--- src/rtl/universal_shift_reg.sv ---
// rtl/universal_shift_reg.sv - WIDTH-bit universal shift register with burst engine; optional parity via USR_PARITY_EN
module universal_shift_reg #(
  parameter int               WIDTH     = 8,
  parameter int               CNT_W     = 4,
  parameter logic [WIDTH-1:0] RESET_VAL = '0
) (
  input  logic             Clk,
  input  logic             Resetn,
  input  logic             En,
  input  logic [2:0]       Mode,
  input  logic [WIDTH-1:0] D,
  input  logic             Sin_L,
  input  logic             Sin_R,
  input  logic             Start,
  input  logic [CNT_W-1:0] Count,
  output logic [WIDTH-1:0] Q,
  output logic             Sout_L,
  output logic             Sout_R,
  output logic             Busy,
  output logic             Done,
  output logic             Par
);

  typedef enum logic {IDLE = 1'b0, BUSY = 1'b1} state_t;

  state_t           state, state_nxt;
  logic [CNT_W-1:0] remaining, remaining_nxt;
  logic [2:0]       mode_lat, mode_lat_nxt;
  logic [WIDTH-1:0] q_nxt;
  logic             done_nxt;

  // One edge worth of the selected operation; D and serial inputs are taken live.
  function automatic logic [WIDTH-1:0] apply_op(input logic [2:0] op,
                                                input logic [WIDTH-1:0] cur,
                                                input logic [WIDTH-1:0] din,
                                                input logic sl,
                                                input logic sr);
    logic [WIDTH-1:0] res;
    case (op)
      3'b001:  res = din;
      3'b010:  res = {cur[WIDTH-2:0], sr};
      3'b011:  res = {sl, cur[WIDTH-1:1]};
      3'b100:  res = {cur[WIDTH-2:0], cur[WIDTH-1]};
      3'b101:  res = {cur[0], cur[WIDTH-1:1]};
      3'b110:  res = {cur[WIDTH-1], cur[WIDTH-1:1]};
      3'b111:  res = '0;
      default: res = cur;
    endcase
    return res;
  endfunction

  // State, register contents, burst bookkeeping and the Done pulse.
  always_ff @(posedge Clk or negedge Resetn) begin
    if (!Resetn) begin
      state     <= IDLE;
      remaining <= '0;
      mode_lat  <= 3'b000;
      Q         <= RESET_VAL;
      Done      <= 1'b0;
    end else begin
      state     <= state_nxt;
      remaining <= remaining_nxt;
      mode_lat  <= mode_lat_nxt;
      Q         <= q_nxt;
      Done      <= done_nxt;
    end
  end

  // Next-state: Start beats En in IDLE; BUSY runs the latched op until remaining hits 1.
  always_comb begin
    state_nxt     = state;
    remaining_nxt = remaining;
    mode_lat_nxt  = mode_lat;
    q_nxt         = Q;
    done_nxt      = 1'b0;
    case (state)
      IDLE: begin
        if (Start) begin
          if (Count != '0) begin
            state_nxt     = BUSY;
            remaining_nxt = Count;
            mode_lat_nxt  = Mode;
          end else begin
            done_nxt = 1'b1;
          end
        end else if (En) begin
          q_nxt = apply_op(Mode, Q, D, Sin_L, Sin_R);
        end
      end
      BUSY: begin
        q_nxt         = apply_op(mode_lat, Q, D, Sin_L, Sin_R);
        remaining_nxt = remaining - 1'b1;
        if (remaining == {{(CNT_W-1){1'b0}}, 1'b1}) begin
          state_nxt = IDLE;
          done_nxt  = 1'b1;
        end
      end
      default: state_nxt = IDLE;
    endcase
  end

  assign Busy   = (state == BUSY);
  assign Sout_L = Q[WIDTH-1];
  assign Sout_R = Q[0];

`ifdef USR_PARITY_EN
  assign Par = ^Q;
`else
  assign Par = 1'b0;
`endif

endmodule

--- config.mk ---
export PLATFORM = sky130hd
export DESIGN_NAME = universal_shift_reg
export DESIGN_NICKNAME = d
export VERILOG_FILES = /design/src/rtl/universal_shift_reg.sv
export SDC_FILE = /design/constraint.sdc
export NUM_CORES = 1
export LEC_CHECK = 0
export BUFFER_PORTS_ARGS = -buffer_cell sky130_fd_sc_hd__buf_2
export CORE_MARGIN = 2
export CORE_UTILIZATION = 35
export DETAILED_ROUTE_END_ITERATION = 10
export HOLD_SLACK_MARGIN = 0.03
export SYNTH_ARGS = -nofsm -noshare
export SYNTH_HDL_FRONTEND = slang
export SYNTH_SLANG_ARGS = --single-unit
--- constraint.sdc ---
create_clock -name Clk -period 1.3 [get_ports Clk]
set_input_delay 0.065 -clock Clk [delete_from_list [all_inputs] [get_ports Clk]]
set_output_delay 0.065 -clock Clk [all_outputs]
set_load 0.1 [all_outputs]
==> run_results.csv <==
group,metric,value,unit
outcome,run_status,"finished, violations left",
outcome,violations,"setup timing",
detailed_routing,drtAntennaViolNets,0,
layout,antenna_cells_inserted,0,
setup_path,critical_path.startpoint,"mode_lat[0]",
synth,yosysWarningCount,0,
synth,synth_cell_types,48,
place,post-dp-hpwl,3231,um
grt,grt_pass1_wl,7431,um
detailed_routing,dr.pass1.iters,4,
synth,synth_top_flop_cell,"sky130_fd_sc_hd__dfrtp_1",
synth,synth_top_cell_by_area,"sky130_fd_sc_hd__dfrtp_1",
setup_path,start_kind,"register",
synth,synth.avg_cell_area,9.210,um^2
synth,number_of_instances_in_the_synthesized_netlist,169,
floorplan,initial_core_utilization,36.00,%
setup_path,path_class,"register to register",
place,port_buffers,32,
synth,synth_edf_count,0,
grt,track_usage,18.79,%
clocking,htree_num_levels,1,
floorplan,io_pins,34,
synth,yosys_register_bits,17,
clocking,clk_path_buf_depth,2,
setup_path,worstPathMaxFanout,8,
synth,synth_most_common_cell,"sky130_fd_sc_hd__dfrtp_1",
layout,drive_gt1_share,50.67,%
grt,grt_max_degree,18,
setup_path,r2r.worst_path.cells,5,
min_path,worst_hold_startpoint,"Count[3]",
clocking,cts_root_buffer,"sky130_fd_sc_hd__clkbuf_8",
synth,synth-seq-area-share,27.33,%
clocking,cts.sinks,17,
setup_path,worst_r2r_endpoint,"Q[0]",
sta,fin_skew,5.298,ps
grt,number_of_global_route_vias_before_repair,1514,
synth,syn_area,1556,um^2
clocking,skew_pair_late_insertion_delay,260,ps
place,detailedPlace.worstSlack,-267.1,ps
detailed_routing,detail_route.iter0.violations,85,
sta,layout_min_cycle_time,1555,ps
layout,area_delta_synth_final,45.02,%
sta,setup_viol_count_final,8,
setup_path,worstSetupEndpointType,"register",
synth,syn_nets,192,
floorplan,fp.coreArea,4324,um^2
grt,grt_overflow,0,
min_path,worstHoldPathType,"input port to register",
floorplan,die_h,70.69,um
detailed_routing,routedWlPerCell,16.26,um
synth,ys_async_sr_fraction,100.0,%
clocking,tritoncts.num_buffers,3,
setup_path,worst_path_arrival_time,1680,ps
min_path,hold_depth,3,
sta,grt_setup_unrepaired,"true",
job,drv_cap,0,
synth,synth_top_cell_area_share,27.33,%
floorplan,die_area,4996,um^2
detailed_routing,route.vias.total,1507,
setup_path,critical_path.reg2reg.startpoint,"mode_lat[0]",
layout,nets,249,
sta,final.setup.worst_slack,-254.7,ps
detailed_routing,post-route-drc-count,0,
sta,max_freq,643.2,MHz
clocking,cts_tree,"built",
setup_path,cp.required,1430,ps
synth,synth_top_cells_by_count,"17 x sky130_fd_sc_hd__dfrtp_1, 13 x sky130_fd_sc_hd__nor2_1, 12 x sky130_fd_sc_hd__a21oi_1",
synth,synth_area_leaders,"sky130_fd_sc_hd__dfrtp_1 27%, sky130_fd_sc_hd__mux2_2 6.5%, sky130_fd_sc_hd__buf_6 5.8%, sky130_fd_sc_hd__mux2i_1 5.1%, sky130_fd_sc_hd__a221oi_1 3.9%",
place,gp_congestion,0.8422,
floorplan,fp-row-count,24,
sta,share_of_the_cycle_needed_by_the_critical_path_after_routing,119.6,%
sta,hold_violations,0,
detailed_routing,route.detailed.vias_per_inst,5.440,
setup_path,crit_path_end,"Q[0]",
detailed_routing,wirelength,4504,um
setup_path,r2r_setup_slack,-250,ps
sta,finalMaxSlewViolations,0,
floorplan,chipWidth,70.69,um
clocking,cts_clk_pin_slew_worst_paths,70,ps
grt,antenna_found_initial,0,
worst min-delay path by stage:
stage | slack, ps | end
floorplan | -230 | Done
global placement | 20 | Q[7]
detailed placement | 30 | Q[7]
CTS | 100 | remaining[3]
global route | 110 | remaining[3]
finish | 100 | remaining[3]
registers in the layout, indices dropped and copies added, names as in the netlist:
signal,flops
Done,1
remaining,4
mode_lat,3
Busy,1
Q,8
metrics by stage:
step,std cells,hold WS (ps),util (%),cell area (um^2),TNS (ps)
after global routing,277,106.8,52.20,2257,-2246
after floorplan,169,-230.6,-,1643,-2408
final,277,98.41,52.20,2257,-1686
after detailed placement,269,27.17,48.73,2107,-1671
after CTS,277,100.1,51.16,2212,-1381
after global placement,269,24.78,48.73,2107,-1625
final cells by class:
type,instances,area (um^2)
fillers,394,2067
multi-input cells,130,1039
repair buffers,70,631.9
flip-flops and latches,17,460.4
well taps,52,65.06
clock buffers,3,41.29
inverters,4,15.01
clock inverters,1,5.005
routing by layer:
| metal | wire length [um] | track usage [%] | up-vias |
|---|---|---|---|
| met3 | 275 | 1.994 | 5 |
| li1 | - | - | 744 |
| met4 | 56 | 6.289 | 0 |
| met2 | 2208 | 32.29 | 46 |
| met1 | 1963 | 24.60 | 712 |
| met5 | 0 | 0 | - |
cells by family (layout without fill, tap and decap cells):
| group | after synthesis | count (layout) | synth area share [%] |
|---|---|---|---|
| AO/OA/AOI/OAI | 59 | 60 | 28.06 |
| multiplexers | 22 | 22 | 15.27 |
| flip-flops | 17 | 17 | 27.33 |
| adder cells (fa/ha/maj) | 2 | 2 | 1.607 |
| buffers and inverters | 23 | 78 | 11.90 |
| AND/OR/NAND/NOR | 41 | 41 | 13.35 |
| other | 1 | 1 | 0.2409 |
| XOR/XNOR | 4 | 4 | 2.251 |
repair_timing:
action / in CTS / in global routing
endpoints found under the hold margin: 17 / 0
cloned: 1 / 0
pin swaps: 1 / 4
resized for setup: 9 / 8
hold buffers: 1 / 0
setup endpoints to repair: 9 / 8
buffers inserted: 2 / 0
cell usage in the layout, fill, tap and decap left out, types with 3 or more instances in the layout:
cell type	netlist	routed
sky130_fd_sc_hd__buf_4	4	32
sky130_fd_sc_hd__buf_2	3	21
sky130_fd_sc_hd__nor2_1	13	12
sky130_fd_sc_hd__buf_12	0	11
sky130_fd_sc_hd__a21oi_1	12	10
sky130_fd_sc_hd__dfrtp_4	0	8
sky130_fd_sc_hd__nand2_1	8	8
sky130_fd_sc_hd__o21ai_0	10	8
sky130_fd_sc_hd__mux2i_1	8	8
sky130_fd_sc_hd__mux2_2	9	6
sky130_fd_sc_hd__dfrtp_1	17	5
sky130_fd_sc_hd__nand2b_1	5	5
sky130_fd_sc_hd__a221oi_1	7	5
sky130_fd_sc_hd__mux2_4	0	5
sky130_fd_sc_hd__buf_6	8	5
sky130_fd_sc_hd__dfrtp_2	0	4
sky130_fd_sc_hd__inv_1	4	4
sky130_fd_sc_hd__a21o_1	3	3
sky130_fd_sc_hd__mux2_1	5	3
sky130_fd_sc_hd__o32a_1	3	3
sky130_fd_sc_hd__o211ai_1	3	3
sky130_fd_sc_hd__and2_1	3	3
sky130_fd_sc_hd__a211oi_2	0	3
sky130_fd_sc_hd__clkbuf_8	2	3
worst max-delay path, cell delays in order (launching register included):
cell	delay, ps
sky130_fd_sc_hd__dfrtp_2	470
sky130_fd_sc_hd__buf_6	140
sky130_fd_sc_hd__o31a_1	330
sky130_fd_sc_hd__a31o_4	270
sky130_fd_sc_hd__o211ai_1	120
sky130_fd_sc_hd__o221ai_2	110
Power is left out: the tool's default activity adds up to more than one toggle a clock period on the data nets, which glitch-free logic cannot reach.
